File: src/rtl/exc_pkg.sv
// Shared exception definitions for the commit unit and CP0: excodes, flag bit positions,
// badvaddr source select, default exception vector and commit FSM encoding.
package exc_pkg;

  localparam logic [31:0] EXC_VECTOR_DEF = 32'hBFC0_0380;

  localparam logic [4:0] EXC_INT  = 5'h00;
  localparam logic [4:0] EXC_ADEL = 5'h04;
  localparam logic [4:0] EXC_ADES = 5'h05;
  localparam logic [4:0] EXC_SYS  = 5'h08;
  localparam logic [4:0] EXC_BP   = 5'h09;
  localparam logic [4:0] EXC_RI   = 5'h0a;
  localparam logic [4:0] EXC_OV   = 5'h0c;

  // ws_exc = {ades, adel_ls, bp, sys, ov, ri, adel_if}
  localparam int EXB_ADEL_IF = 0;
  localparam int EXB_RI      = 1;
  localparam int EXB_OV      = 2;
  localparam int EXB_SYS     = 3;
  localparam int EXB_BP      = 4;
  localparam int EXB_ADEL_LS = 5;
  localparam int EXB_ADES    = 6;
  localparam int EXB_W       = 7;

  typedef enum logic [1:0] {
    BAD_NONE = 2'd0,
    BAD_PC   = 2'd1,
    BAD_DATA = 2'd2
  } bad_sel_e;

  typedef enum logic {
    ST_IDLE  = 1'b0,
    ST_REDIR = 1'b1
  } exc_state_e;

endpackage

File: src/rtl/exc_prio_enc.sv
// Fixed-priority exception cause encoder, purely combinational (0 cycles, no backpressure).
// Interrupt outranks every instruction flag; fetch-side faults outrank execute-side ones.
module exc_prio_enc
  import exc_pkg::*;
(
  input  logic             int_q,
  input  logic [EXB_W-1:0] ws_exc,
  output logic             take,
  output logic [4:0]       excode,
  output bad_sel_e         bad_sel
);

  always_comb begin
    take    = 1'b1;
    excode  = EXC_INT;
    bad_sel = BAD_NONE;
    if (int_q) begin
      excode = EXC_INT;
    end else if (ws_exc[EXB_ADEL_IF]) begin
      excode  = EXC_ADEL;
      bad_sel = BAD_PC;
    end else if (ws_exc[EXB_RI]) begin
      excode = EXC_RI;
    end else if (ws_exc[EXB_OV]) begin
      excode = EXC_OV;
    end else if (ws_exc[EXB_SYS]) begin
      excode = EXC_SYS;
    end else if (ws_exc[EXB_BP]) begin
      excode = EXC_BP;
    end else if (ws_exc[EXB_ADEL_LS]) begin
      excode  = EXC_ADEL;
      bad_sel = BAD_DATA;
    end else if (ws_exc[EXB_ADES]) begin
      excode  = EXC_ADES;
      bad_sel = BAD_DATA;
    end else begin
      take = 1'b0;
    end
  end

endmodule

File: src/rtl/exc_commit.sv
// Writeback exception/eret commit: CP0 write pulses in the commit cycle, redirect to fetch one cycle later.
// Redirect is held stable until redirect_ready; commits arriving meanwhile are ignored.
module exc_commit
  import exc_pkg::*;
#(
  parameter logic [31:0] EXC_VECTOR = EXC_VECTOR_DEF
) (
  input  logic             clk,
  input  logic             resetn,
  input  logic             ws_valid,
  input  logic [31:0]      ws_pc,
  input  logic             ws_bd,
  input  logic [EXB_W-1:0] ws_exc,
  input  logic [31:0]      ws_data_addr,
  input  logic             ws_eret,
  input  logic             has_int,
  input  logic [31:0]      cp0_epc,
  output logic             ex_ex,
  output logic             ex_bd,
  output logic [31:0]      ex_pc,
  output logic [4:0]       ex_excode,
  output logic [31:0]      ex_badvaddr,
  output logic             eret_flush,
  output logic             ws_retire,
  output logic             flush,
  output logic             redirect_valid,
  output logic [31:0]      redirect_pc,
  input  logic             redirect_ready
);

  exc_state_e  state;
  logic [31:0] target;
  logic        int_q;

  logic        cause;
  logic [4:0]  excode;
  bad_sel_e    bad_sel;
  logic        in_idle;
  logic        take;
  logic        do_eret;

  exc_prio_enc u_prio (
    .int_q   (int_q),
    .ws_exc  (ws_exc),
    .take    (cause),
    .excode  (excode),
    .bad_sel (bad_sel)
  );

  assign in_idle = (state == ST_IDLE);
  assign take    = in_idle & ws_valid & cause;
  assign do_eret = in_idle & ws_valid & ws_eret & ~cause;

  // Payload is forced to zero unless an exception is actually being taken.
  always_comb begin
    ex_ex          = take;
    ex_bd          = 1'b0;
    ex_pc          = 32'h0;
    ex_excode      = 5'h0;
    ex_badvaddr    = 32'h0;
    eret_flush     = do_eret;
    ws_retire      = in_idle & ws_valid & ~cause;
    flush          = take | do_eret | ~in_idle;
    redirect_valid = ~in_idle;
    redirect_pc    = in_idle ? 32'h0 : target;
    if (take) begin
      ex_bd     = ws_bd;
      ex_pc     = ws_pc;
      ex_excode = excode;
      case (bad_sel)
        BAD_PC:   ex_badvaddr = ws_pc;
        BAD_DATA: ex_badvaddr = ws_data_addr;
        default:  ex_badvaddr = 32'h0;
      endcase
    end
  end

  always_ff @(posedge clk) begin
    if (!resetn) begin
      state  <= ST_IDLE;
      target <= 32'h0;
      int_q  <= 1'b0;
    end else begin
      int_q <= has_int;
      case (state)
        ST_IDLE: begin
          if (take) begin
            target <= EXC_VECTOR;
            state  <= ST_REDIR;
          end else if (do_eret) begin
            target <= cp0_epc;
            state  <= ST_REDIR;
          end
        end
        ST_REDIR: begin
          if (redirect_ready) state <= ST_IDLE;
        end
        default: state <= ST_IDLE;
      endcase
    end
  end

endmodule

File: config.mk
export PLATFORM = sky130hd
export DESIGN_NAME = exc_commit
export DESIGN_NICKNAME = d
export VERILOG_FILES = /design/src/rtl/exc_pkg.sv /design/src/rtl/exc_prio_enc.sv /design/src/rtl/exc_commit.sv
export SDC_FILE = /design/constraint.sdc
export NUM_CORES = 1
export LEC_CHECK = 0
export CAP_MARGIN = 20
export CORE_MARGIN = 2
export CORE_UTILIZATION = 30
export DETAILED_ROUTE_END_ITERATION = 10
export GPL_TIMING_DRIVEN = 0
export PLACE_DENSITY = 0.9
export SETUP_SLACK_MARGIN = 0.2
export SYNTH_ARGS = -nofsm -noshare
export SYNTH_HDL_FRONTEND = slang
export SYNTH_SLANG_ARGS = --single-unit
export TNS_END_PERCENT = 5
File: constraint.sdc
create_clock -name clk -period 4.7 [get_ports clk]
set_input_delay 0.705 -clock clk [delete_from_list [all_inputs] [get_ports clk]]
set_output_delay 0.705 -clock clk [all_outputs]
set_load 0.005 [all_outputs]
# After elaboration in Yosys (flattened, before gate mapping)
# Cells that the tools add are included.
# totals
wordCells	52
input_bits	110
reg_bits	34
out_inout_bits	107
# classes
n_reduce_logical	2
bitwise_logic	9
mux	36
eq_ne	2
# op_table
cell	n
$mux W32	5
$pmux W32 S2	1
$mux W5	8
$mux W2	8
$mux W1	12
$and A1 B1 Y1	5
$mux W3	1
$eq A2 B1 Y1 const B	1
$eq A2 B2 Y1 const B	1
$not A1 Y1	2
$or A1 B1 Y1	2
$pmux W1 S2	1
$reduce_and A2 Y1	1
$reduce_bool A2 Y1	1

# Longest topological paths before layout
# logic_depth
depth_word	13
depth_mapped	8
depth_no_buf	7

# Hierarchy
# From an unflattened synthesis, not the netlist that was laid out.
# unflattened
hier_cells	302
hier_area_um2	2317.2
# by_module_without_submodules
module	seq_area_each_um2	cells_each	instances	area_per_inst_um2
exc_commit	680.7	284	1	2215.9
exc_prio_enc	0.0	18	1	101.3

# Worst setup path after synthesis
# No wires, ideal clock.
# synth_timing
path_kind	in2out
startpoint	input port ws_exc[2]
endpoint	output port ex_badvaddr[10]
n_path_buf	1
slack_ns	1.825
required_ns	3.995
arrival_ns	2.170
cell_stages	8
cell_sequence	nor4_4 -> nand2_1 -> or2_2 -> inv_1 -> ha_1 -> clkbuf_1 -> a22oi_1 -> nor2_1
# synth_via
elab_chain_len	7
word_cells_on_any_way	13
classes_between	2 x eq/ne; 10 x mux; 1 x bitwise
# synth_rtl
element	line	source
start: declaration	exc_commit.sv:13	input logic [EXB_W-1:0] ws_exc,
$mux W2	exc_prio_enc.sv:24	end else if (ws_exc[EXB_OV]) begin
$mux W2	exc_prio_enc.sv:22	end else if (ws_exc[EXB_RI]) begin
$mux W2	exc_prio_enc.sv:19	end else if (ws_exc[EXB_ADEL_IF]) begin
$mux W2	exc_prio_enc.sv:17	if (int_q) begin
$eq A2 B2 Y1 / $eq A2 B1 Y1 (equally long branches)	exc_commit.sv:70	case (bad_sel)
$pmux W32 S2	exc_commit.sv:70	
$mux W32 *	exc_commit.sv:66	if (take) begin
end: declaration	exc_commit.sv:22	output logic [31:0] ex_badvaddr,
# Every way passes the cells marked *; elsewhere a longest branch is shown, timed or not.

# Final worst setup path
# layout_timing
startpoint	input port ws_exc[2]
endpoint	output port ex_badvaddr[21]
# Same word-level chain as after synthesis.

==> results.cfg <==
[outcome]
outcome = finished clean

[die]
coreArea_sq_um = 6832
floorplan.initialDensity_pct = 31.26
die_area_sq_um = 7810
width_of_the_die_um = 88.38
fp.dieH_um = 88.38
floorplan.io_pins = 217
row_count = 30

[yosys]
synth_top_family_by_area = simple AND/OR/NAND/NOR gates
synth_largest_type_area_fraction_pct = 31.87
synth_top_flop_cell = dfxtp_1
yosysSeqAreaShare_pct = 31.87
post_synth_fa_ha_maj_area_fraction_pct = 1.172
ys_top_cells_by_count = and2_1 (66), nor2_1 (36), dfxtp_1 (34)
cell_taking_the_most_area_after_synthesis = dfxtp_1
syn-cell-area_sq_um = 2136
synthTopCellsByArea = dfxtp_1 (32%), and2_1 (19%), a22oi_1 (11%), a22o_1 (8.2%), nor2_1 (6.3%)
synth_most_common_cell = and2_1
yosys.cell_types.count = 32
postSynthNetCount = 371
synth_simple_gate_area_share_pct = 32.28
fraction_of_the_mapped_netlist_area_in_compound_gates_pct = 28.47
ys_seq_elements = 34
synthMuxAreaShare_pct = 0
synth_edf_count = 0
asyncSetResetFlopFracSynth_pct = 0
yosys_warnings = 0
syn-instance-count = 259
synth_xor_area_share_pct = 0
post_synth.cell_area_avg_sq_um = 8.246

[timing]
tightest_slew_ps = 581.0
timing.final.hold_violations = 0
timing.slew.headroom_pct = 61.08
setup_tns_ps = 0
post-route-worst-setup-slack_ps = 457.9
finalClockSkew_ps = 3.601
period_minus_slack_ps = 4242
post-route-period-util_pct = 90.26
slew_viol_final = 0
clock.fmax_mhz = 235.7
report.final.setup_viol = 0
grt_setup_unrepaired = no

[cells_and_area]
area_growth_pct = 110.3
fill_cells = 609
final_non_filler_cells = 578
num-nets-final = 592
fraction_of_layout_cells_with_a_size_suffix_above_1_pct = 4.990

[clock_network]
clk_pin_slew_ps = 70
cts.repair.resized = 0
clockBufferDepth = 2
postCtsHoldBufs = 0
cts_tree = yes
clock_latency_ps = 280
post_cts.repair.setup_buffers = 0
cts.sink_count = 34
cts_root_buffer = clkbuf_8
cts_htree_levels = 2
cts_made_buffers = 5

[power_and_ir_drop]
cellPowerDensity_nw_per_um2 = 172.0
cellLeakagePower_nw = 1.669
ir_drop_mv = 0.1751

[critical_path]
rr_endpoint = target[8]
worst_setup_path_start_kind = primary input
startpoint = ws_exc[2]
critical_path.max_fanout = 10
ff2ff_path_depth = 5
crit_path_to = ex_badvaddr[21]
category_of_the_most_critical_setup_path = in2out
worst-endpoint-required_ps = 3990
timing.critical_path.to_type = output port
crit-reg2reg-launch = int_q
crit_arrival_ps = 3540
r2r_slack_ps = 3120

[routing]
wl_per_cell_um = 15.98
routed_wirelength_um = 9234
drtIter0Drc = 87
via_per_inst = 4.919
vias_after_detailed_routing = 2843
drc_errors = 0
detail_route.first_pass.iterations = 4
postRouteAntennaNets = 0

[placed_design]
replace_congestion = 0.9384
detailed_place_hpwl_um = 7768
buffer_ports.inserted = 214
dp.cells = 569
dp_worst_setup_slack_ps = 476.1

[global_routing]
grt_overflow_total = 0
grt_start_max_net_pins = 11
grt_pass1_wl_um = 13340
antenna_violations_before_repair = 0
first_global_vias = 2740
grt_use_total_pct = 21.86

[run]
maximum_capacitance_violations = 0

[min_path]
hp-class = reg2reg
[through the flow]
stage	utilization, %	power [mW]	hold slack [ps]	area (sq um)
floorplan	-	0.3836	440.5	2136
global placement	64.38	0.5527	453.4	4398
detailed placement	64.38	0.5578	455.2	4398
CTS	65.71	0.7790	476.1	4489
global route	65.71	0.8108	489.1	4489
finish	65.75	0.7725	470.5	4492
[worst min path at each step]
stage                     from         end  slack (ps)  cells past startpoint
global placement    target[15]  target[15]         450                      1
floorplan            target[0]   target[0]         440                      1
finish              target[20]  target[20]         470                      1
global route        target[16]  target[16]         490                      1
CTS                 target[16]  target[16]         480                      1
detailed placement  target[16]  target[16]         460                      1
[state kept, by name, summed over array words and instances (netlist names)]
| name | count |
|---|---|
| redirect_valid | 1 |
| int_q | 1 |
| target | 32 |
[critical path, stage by stage]
cell             delay (ps)
clkdlybuf4s50_1         480
nor4_4                  410
nand2_1                  70
or2_2                   290
inv_1                    60
ha_1                    240
clkbuf_1                400
a22oi_1                 180
nor2_1                  160
clkdlybuf4s50_1         530
[where the power goes]
| group | internal [mW] | switching (mW) | total [mW] |
|---|---|---|---|
| Combinational | 0.162 | 0.0856 | 0.247 |
| Sequential | 0.298 | 0.00603 | 0.304 |
| Clock | 0.118 | 0.103 | 0.221 |
| Total | 0.578 | 0.195 | 0.773 |
[layout by cell type (no fill, tap or decap), drive strengths merged, types with 3 or more instances in the layout]
cell,count
nor4,3
nand2b,5
nand3,3
inv,4
buf,10
a22o,20
clkdlybuf4s50,214
dfxtp,34
and2,66
o221a,12
a22oi,32
clkbuf,21
nor2,36
[routing by layer]
layer | vias to the layer above | routed length [um] | global-route usage, %
met5 | - | 0 | 0
li1 | 1361 | - | -
met1 | 1341 | 3290 | 21.77
met2 | 122 | 4977 | 42.17
met4 | 0 | 258 | 9.091
met3 | 19 | 708 | 6.063
[kinds of logic after synthesis]
group,count (synthesis)
and+or+nand+nor,122
AOI/OAI and AO/OA,72
DFF,34
buffers and inverters,28
adders and majority gates,2
other,1
[cell type report]
type	count	area, sq um	share of cell area [%]
Timing Repair Buffer	214	2142	47.69
Multi-Input combinational cell	197	1326	29.53
Sequential cell	34	680.7	15.15
Tap cell	96	120.1	2.674
Buffer	24	113.9	2.535
Clock buffer	7	86.33	1.922
Inverter	4	15.01	0.3343
Clock inverter	1	5.005	0.1114
Antenna cell	1	2.502	0.05571
Power figures use the tool's default switching activity.
